===== config.mk =====
export PLATFORM = sky130hd
export DESIGN_NAME = pitch_shift_sched
export DESIGN_NICKNAME = d
export VERILOG_FILES = /design/src/rtl/pitch_shift_sched.sv
export SDC_FILE = /design/constraint.sdc
export NUM_CORES = 1
export LEC_CHECK = 0
export ABC_AREA = 1
export CORE_AREA = 3 3 168 170
export CTS_BUF_LIST = sky130_fd_sc_hd__clkbuf_16
export DETAILED_ROUTE_END_ITERATION = 16
export DIE_AREA = 0 0 171 173
export GPL_ROUTABILITY_DRIVEN = 1
export GPL_TIMING_DRIVEN = 1
export PLACE_DENSITY = 0.79
export SYNTH_ARGS = -nofsm -noshare
export SYNTH_HDL_FRONTEND = slang
export SYNTH_SLANG_ARGS = --single-unit
export TNS_END_PERCENT = 100

===== constraint.sdc =====
create_clock -name clk -period 7.3 [get_ports clk]
set_clock_uncertainty 0.15 [all_clocks]
set_input_delay 0.73 -clock clk [delete_from_list [all_inputs] [get_ports clk]]
set_output_delay 0.73 -clock clk [all_outputs]
set_load 0.1 [all_outputs]

===== src/rtl/pitch_shift_sched.sv =====
// pitch_shift_sched - sample-rate sequencer for a delay-line pitch shifter.
//
// Once per sample_clk period the FSM shares one external single-port delay
// RAM between the sample write and two read heads spaced half a window apart.
// The read-head delay accumulator d moves by the latched pitch CV each sample.
// The two heads are crossfaded with triangular gains, so the head that is
// about to jump is always silent when it jumps.
//
// Ports
//   clk         system clock
//   rst_n       synchronous reset, active low
//   sample_clk  sample-rate strobe source, asynchronous to clk
//   sample_in   signed audio sample (W)
//   pitch       signed pitch CV (W)
//   ram_addr    delay RAM address (ADDR_W)
//   ram_we      delay RAM write enable
//   ram_wdata   delay RAM write data (W)
//   ram_rdata   delay RAM read data, valid 1 clk after address (W)
//   sample_out  signed transposed sample, held between updates (W)
//   busy        high while the FSM is not idle
//   overrun     sticky: a strobe arrived while busy
//
// state | meaning
// IDLE  | waiting for a sample strobe
// WRITE | write latched sample at wr_ptr
// RD_A  | address head A (wr_ptr - p)
// RD_B  | address head B (A - N/2), capture head A data
// CAP_B | capture head B data
// MIX   | crossfade into sample_out, advance wr_ptr and d
module pitch_shift_sched #(
  parameter int W      = 16,
  parameter int ADDR_W = 10,
  parameter int FRAC_W = 8
) (
  input  logic              clk,
  input  logic              rst_n,
  input  logic              sample_clk,
  input  logic [W-1:0]      sample_in,
  input  logic [W-1:0]      pitch,
  output logic [ADDR_W-1:0] ram_addr,
  output logic              ram_we,
  output logic [W-1:0]      ram_wdata,
  input  logic [W-1:0]      ram_rdata,
  output logic [W-1:0]      sample_out,
  output logic              busy,
  output logic              overrun
);

  localparam int DW = ADDR_W + FRAC_W;
  localparam int PW = W + ADDR_W + 1;
  localparam int SW = PW + 1;
  localparam int SH = W - 1 - FRAC_W;
  localparam logic [ADDR_W-1:0] HALF = {1'b1, {(ADDR_W-1){1'b0}}};
  localparam logic [DW-1:0] D_INIT = {1'b1, {(DW-1){1'b0}}};

  typedef enum logic [2:0] {
    IDLE  = 3'd0,
    WRITE = 3'd1,
    RD_A  = 3'd2,
    RD_B  = 3'd3,
    CAP_B = 3'd4,
    MIX   = 3'd5
  } state_t;

  state_t state, state_nxt;

  logic              sync1, sync2, sync3;
  logic              strobe;
  logic [ADDR_W-1:0] wr_ptr;
  logic [DW-1:0]     d;
  logic [W-1:0]      smp_lat;
  logic [W-1:0]      pitch_lat;
  logic [W-1:0]      a, b;

  logic [ADDR_W-1:0]  p;
  logic [ADDR_W-1:0]  addr_a, addr_b;
  logic [ADDR_W-1:0]  gain_a, gain_b;
  logic signed [W-1:0]  pitch_sh;
  logic [DW-1:0]        delta;
  logic signed [PW-1:0] prod_a, prod_b;
  logic signed [SW-1:0] mix_sum;

  assign strobe = sync2 & ~sync3;

  assign p      = d[DW-1:FRAC_W];
  assign addr_a = wr_ptr - p;
  assign addr_b = addr_a - HALF;

  // Triangle gain: zero at p=0 (head A jump point), peak at p=N/2.
  assign gain_a = p[ADDR_W-1] ? {~p[ADDR_W-2:0], 1'b0} : {p[ADDR_W-2:0], 1'b0};
  assign gain_b = {ADDR_W{1'b1}} - gain_a;

  assign pitch_sh = $signed(pitch_lat) >>> SH;
  assign delta    = DW'(pitch_sh);

  // Gains are unsigned, so they get a zero MSB before the signed multiply.
  assign prod_a  = PW'($signed(a)) * PW'($signed({1'b0, gain_a}));
  assign prod_b  = PW'($signed(b)) * PW'($signed({1'b0, gain_b}));
  assign mix_sum = SW'(prod_a) + SW'(prod_b);

  always_ff @(posedge clk) begin
    if (!rst_n) state <= IDLE;
    else        state <= state_nxt;
  end

  always_comb begin
    state_nxt = state;
    ram_addr  = '0;
    ram_we    = 1'b0;
    ram_wdata = '0;
    busy      = (state != IDLE);
    case (state)
      IDLE:  if (strobe) state_nxt = WRITE;
      WRITE: begin
        ram_addr  = wr_ptr;
        // Gated by rst_n so a reset landing on WRITE never corrupts the RAM.
        ram_we    = rst_n;
        ram_wdata = smp_lat;
        state_nxt = RD_A;
      end
      RD_A: begin
        ram_addr  = addr_a;
        state_nxt = RD_B;
      end
      RD_B: begin
        ram_addr  = addr_b;
        state_nxt = CAP_B;
      end
      CAP_B:   state_nxt = MIX;
      MIX:     state_nxt = IDLE;
      default: state_nxt = IDLE;
    endcase
  end

  always_ff @(posedge clk) begin
    if (!rst_n) begin
      sync1      <= 1'b0;
      sync2      <= 1'b0;
      sync3      <= 1'b0;
      wr_ptr     <= '0;
      d          <= D_INIT;
      smp_lat    <= '0;
      pitch_lat  <= '0;
      a          <= '0;
      b          <= '0;
      sample_out <= '0;
      overrun    <= 1'b0;
    end else begin
      sync1 <= sample_clk;
      sync2 <= sync1;
      sync3 <= sync2;
      if (strobe) begin
        if (state == IDLE) begin
          smp_lat   <= sample_in;
          pitch_lat <= pitch;
        end else begin
          overrun <= 1'b1;
        end
      end
      case (state)
        RD_B:  a <= ram_rdata;
        CAP_B: b <= ram_rdata;
        MIX: begin
          sample_out <= W'(mix_sum >>> ADDR_W);
          wr_ptr     <= wr_ptr + 1'b1;
          d          <= d - delta;
        end
        default: ;
      endcase
    end
  end

endmodule


After elaboration in Yosys (flattened, before gate mapping)
Cells that the tools add are included.

Logic and storage cells: 40. Register bits: 115.

Equal/unequal tests: 6. Bitwise operators: 4. Reduce and logical (&&, ||, !) cells: 4. Add/sub/neg operators: 6. $mul: 2. Mux-type cells: 6.

Operators with widths (count): $mul 16x11->26 (2); $pmux 10 s3 (1); $add 26x26->26 (1); $sub 18x18->18 (1); $mux 16 (1); $pmux 3 s5 (1); $add 10x1->10 const B (1); $mux 10 (1); $sub 10x10->10 (1); $sub 10x10->10 const A (1); $sub 10x10->10 const B (1); $not 9->9 (1); $eq 3x2->1 const B (2); $eq 3x3->1 const B (2); $reduce_and 2->1 (2); $eq 3x1->1 const B (1); $logic_not 3->1 (1); $mux 3 (1); $reduce_bool 3->1 (1); $ne 2x2->1 const B (1); $not 1->1 (2); $and 1x1->1 (1); $mux 1 (1).

Logic depth before layout (Yosys ltp)
Depth in word-level cells: 5. Gate-level depth with buffers: 33. Mapped depth without buffers: 33.

Worst setup path after synthesis
Ideal clock, no wire load.

Path kind: reg2reg. Start point: reg d[17]. End point: reg sample_out[15]. Arrival time: 6.153 ns. Setup slack: 0.888 ns. Stages on the path, launching flop included: 30. Buffers on the path: 1. Library setup time: 0.109 ns. Path through: dfxtp_1 buf_2 nand2_1 nand2_1 clkinv_1 nor2_1 inv_1 fa_1 inv_1 fa_1 inv_1 fa_1 fa_1 fa_1 inv_1 fa_1 inv_1 fa_1 inv_1 ha_1 nand3_1 nor2_1 and3_1 nand2_1 nand3_1 inv_1 nand3_1 nand3_1 nand2_1 inv_1.

Word-level cells in the longest chain between the ends: 4. Elaborated cells between the ends (all ways): 5. Classes of those cells: 2 x add/sub; 2 x mul; 1 x mux.

Ends and longest elaborated chain: start, declared (RTL line 70) `logic [DW-1:0] d;`; start signal, assigned (RTL line 166) `d <= d - delta;`; $mux 10 * (RTL line 90) `assign gain_a = p[ADDR_W-1] ? {~p[ADDR_W-2:0], 1'b0} : {p[ADDR_W-2:0], 1'b0};`; $sub 10x10->10 (RTL line 91) `assign gain_b = {ADDR_W{1'b1}} - gain_a;`; $mul 16x11->26 (RTL line 98) `assign prod_b = PW'($signed(b)) * PW'($signed({1'b0, gain_b}));`; $add 26x26->26 * (RTL line 99) `assign mix_sum = SW'(prod_a) + SW'(prod_b);`; end signal, assigned (RTL line 164) `sample_out <= W'(mix_sum >>> ADDR_W);`; end, declared (RTL line 44) `output logic [W-1:0] sample_out,`.

Every way passes the cells marked *; elsewhere a longest branch is shown, timed or not. A chain may end at the register's enable or synchronous reset.

Worst setup path after layout
Start point: reg d[17]. End point: reg sample_out[7].

Same word-level chain as after synthesis.

==> flow_metrics.env <==
export IMPL_result_of_the_run="completed"
export IMPL_whs_path_depth=2
export IMPL_fraction_of_synthesis_flops_using_an_asynchronous_set_or_reset_pin=0
export IMPL_synth_largest_type_area_fraction=0.361
export IMPL_yosysWarnings=0
export IMPL_worst_slew_pin_transition_ps=1000
export IMPL_cp_slowest_cell="sky130_fd_sc_hd__fa_1"
export IMPL_non_filler_instances=2623
export IMPL_signal_arrival_time_at_the_worst_endpoint_ps=7100
export IMPL_finalSetupViolations=0
export IMPL_routed_wirelength_um=43800
export IMPL_ant_nets_after_route=0
export IMPL_most_common_layout_cells="588 x sky130_fd_sc_hd__inv_1, 364 x sky130_fd_sc_hd__nand2_1, 303 x sky130_fd_sc_hd__fa_1"
export IMPL_synthCells=2204
export IMPL_pin_count_of_the_biggest_net_entering_global_routing=80
export IMPL_grt_util_all_layers=0.314
export IMPL_ctsLongestPathBuffers=2
export IMPL_timing_critical_path_mode_cell="sky130_fd_sc_hd__fa_1"
export IMPL_initial_core_util=0.627
export IMPL_worst_path_largest_cell_delay_ps=550
export IMPL_hold_path_class="reg2reg"
export IMPL_area_growth_synth_to_final_pct=9.82
export IMPL_nets=2763
export IMPL_synth_area_per_cell_um2=7.64
export IMPL_die_height_um=173
export IMPL_critPathTopFamily="adder cells"
export IMPL_vdd_drop_max_mv=0.117
export IMPL_timing_max_slew_rel_slack=0.331
export IMPL_detailed_place_hpwl_um=35800
export IMPL_final_setup_tns_ps=0
export IMPL_skew_pair_late_insertion_delay_ps=380
export IMPL_drv_cap=0
export IMPL_vias=14300
export IMPL_worst_setup_hold_path_clk_slew_ps=90
export IMPL_die_area_um2=29600
export IMPL_number_of_global_route_vias_before_repair=15200
export IMPL_final_hold_violation_count=0
export IMPL_dp_cells=2607
export IMPL_synth_edff_count=0
export IMPL_yosys_area_top_type="sky130_fd_sc_hd__fa_1"
export IMPL_slew_viol_final=0
export IMPL_timing_critical_path_from_type="register"
export IMPL_power_static_leakage_nw=9.42
export IMPL_synth_flop_cell="sky130_fd_sc_hd__dfxtp_1"
export IMPL_fmaxAchievable_ghz=0.143
export IMPL_synth_area_top_cells="sky130_fd_sc_hd__fa_1 36%, sky130_fd_sc_hd__inv_1 13%, sky130_fd_sc_hd__dfxtp_1 13%"
export IMPL_crit_required_ps=7430
export IMPL_drtIter0Drc=1129
export IMPL_viasPerCell=5.47
export IMPL_syn_cell_area_um2=16800
export IMPL_h_tree_depth=3
export IMPL_critPathCaptureType="register"
export IMPL_period_share=0.955
export IMPL_numPortBuffers=88
export IMPL_worstSetupPathType="reg2reg"
export IMPL_clock_sink_count=108
export IMPL_cts_tree="built"
export IMPL_ff2ff_path_depth=25
export IMPL_finalWorstPathRequiredPeriod_ps=6970
export IMPL_nFillCells=2264
export IMPL_placementRows=60
export IMPL_synth_net_count=2690
export IMPL_grt_pass1_wl_um=74000
export IMPL_number_of_drc_violations_after_detailed_routing=0
export IMPL_crit_fanout=11
export IMPL_cts_root_buffer_cell="sky130_fd_sc_hd__clkbuf_16"
export IMPL_post_cts_resized_instances=0
export IMPL_layout_commonest_cell="sky130_fd_sc_hd__inv_1"
export IMPL_pin_count=96
export IMPL_netlist_cell_type_count=38
export IMPL_power_per_cell_area_nw_per_um2=113
export IMPL_post_route_cells_drive_above_1_share=0.0254
export IMPL_tritoncts_num_buffers=9
export IMPL_core_area_um2=26900
export IMPL_post_cts_buffers=0
export IMPL_grt_antenna_before_repair=2
export IMPL_route_detailed_wl_per_inst_um=16.7
export IMPL_insertedDiodeCount=0
export IMPL_drtPass1Iterations=5
export IMPL_synth_sequential_area_ratio=0.128
export IMPL_die_w_um=171
export IMPL_global_route_overflow_total=0
export IMPL_path_depth=25
export IMPL_grt_setup_unrepaired="yes"
export IMPL_cp_buffers_inverters=7
export IMPL_cts_hold_fix_buffers=0
export IMPL_postSynthRegisterBits=108
export IMPL_place_congestion=0.934
==> metal layers <==
layer,vias to the layer above,wire [µm],GRT usage
met5,-,0,0
met4,0,2490,0.150
met3,176,3320,0.0521
met2,624,21400,0.525
met1,6861,16600,0.395
li1,6680,-,-
==> cell type report <==
class / instances / area (µm²) / area share
Inverter: 594 / 2230 / 0.121
Sequential cell: 108 / 2160 / 0.117
Multi-Input combinational cell: 1448 / 12300 / 0.663
Tap cell: 341 / 427 / 0.0231
Timing Repair Buffer: 116 / 1100 / 0.0596
Clock inverter: 7 / 86.3 / 0.00467
Clock buffer: 9 / 225 / 0.0122
==> state kept, by name, indices dropped and copies added, names as in the netlist <==
| name | count |
|---|---|
| sample_out | 16 |
| smp_lat | 16 |
| sync2 | 1 |
| wr_ptr | 10 |
| pitch_lat | 9 |
| overrun | 1 |
| state | 3 |
| a | 16 |
| sync3 | 1 |
| b | 16 |
| d | 18 |
| sync1 | 1 |
==> report_power, final <==
group	internal (mW)	switching (mW)	total, mW
Sequential	0.610	0.0224	0.632
Combinational	0.329	0.577	0.906
Clock	0.250	0.310	0.560
==> worst min-delay path, cell delays in order (launching register included) <==
cell                      delay, ps
sky130_fd_sc_hd__dfxtp_1        310
sky130_fd_sc_hd__nand2_1         40
sky130_fd_sc_hd__inv_1           40
==> metrics by stage <==
step / util / hold WS, ps / worst slack, ps / power [mW] / cell area [µm²]
after global placement: 0.676 / 250 / 461 / 1.51 / 18200
after global routing: 0.688 / 295 / -4.39 / 2.25 / 18500
after detailed placement: 0.676 / 249 / 321 / 1.54 / 18200
after floorplan: - / 240 / 888 / 1.29 / 16800
final: 0.688 / 267 / 328 / 2.10 / 18500
after CTS: 0.688 / 270 / 286 / 2.10 / 18500
==> kinds of logic after synthesis <==
kind of cell    synth area share
xor+xnor                  0.0120
fa+ha+maj                  0.459
simple gates               0.171
buf+inv                    0.145
compound gates            0.0849
flops                      0.128
==> synthesized netlist by cell type (2+ instances only) <==
cell type,instances
sky130_fd_sc_hd__o21a_1,5
sky130_fd_sc_hd__ha_1,131
sky130_fd_sc_hd__nor4_1,4
sky130_fd_sc_hd__buf_1,5
sky130_fd_sc_hd__a21oi_1,123
sky130_fd_sc_hd__o21bai_1,5
sky130_fd_sc_hd__fa_1,304
sky130_fd_sc_hd__xor2_1,15
sky130_fd_sc_hd__xnor2_1,8
sky130_fd_sc_hd__a21o_1,5
sky130_fd_sc_hd__dfxtp_1,108
sky130_fd_sc_hd__nand4_1,9
sky130_fd_sc_hd__o211ai_1,4
sky130_fd_sc_hd__nor3_1,13
sky130_fd_sc_hd__a31oi_1,2
sky130_fd_sc_hd__a21boi_0,3
sky130_fd_sc_hd__o22ai_1,7
sky130_fd_sc_hd__o21ai_0,109
sky130_fd_sc_hd__nand3b_1,5
sky130_fd_sc_hd__nand2_1,364
sky130_fd_sc_hd__clkbuf_1,47
sky130_fd_sc_hd__clkinv_1,2
sky130_fd_sc_hd__nor2_1,258
sky130_fd_sc_hd__buf_2,2
sky130_fd_sc_hd__o221ai_1,2
sky130_fd_sc_hd__inv_1,589
sky130_fd_sc_hd__inv_2,3
sky130_fd_sc_hd__nand3_1,62
==> worst paths after layout <==
check / slack, ps / from / to
worst max register to register: 330 / d[17] / sample_out[7]
worst min-delay path: 270 / sync1 / sync2
worst max-delay path: 330 / d[17] / sample_out[7]
worst min register to register: 270 / sync1 / sync2
(Power assumes the default switching activity.)
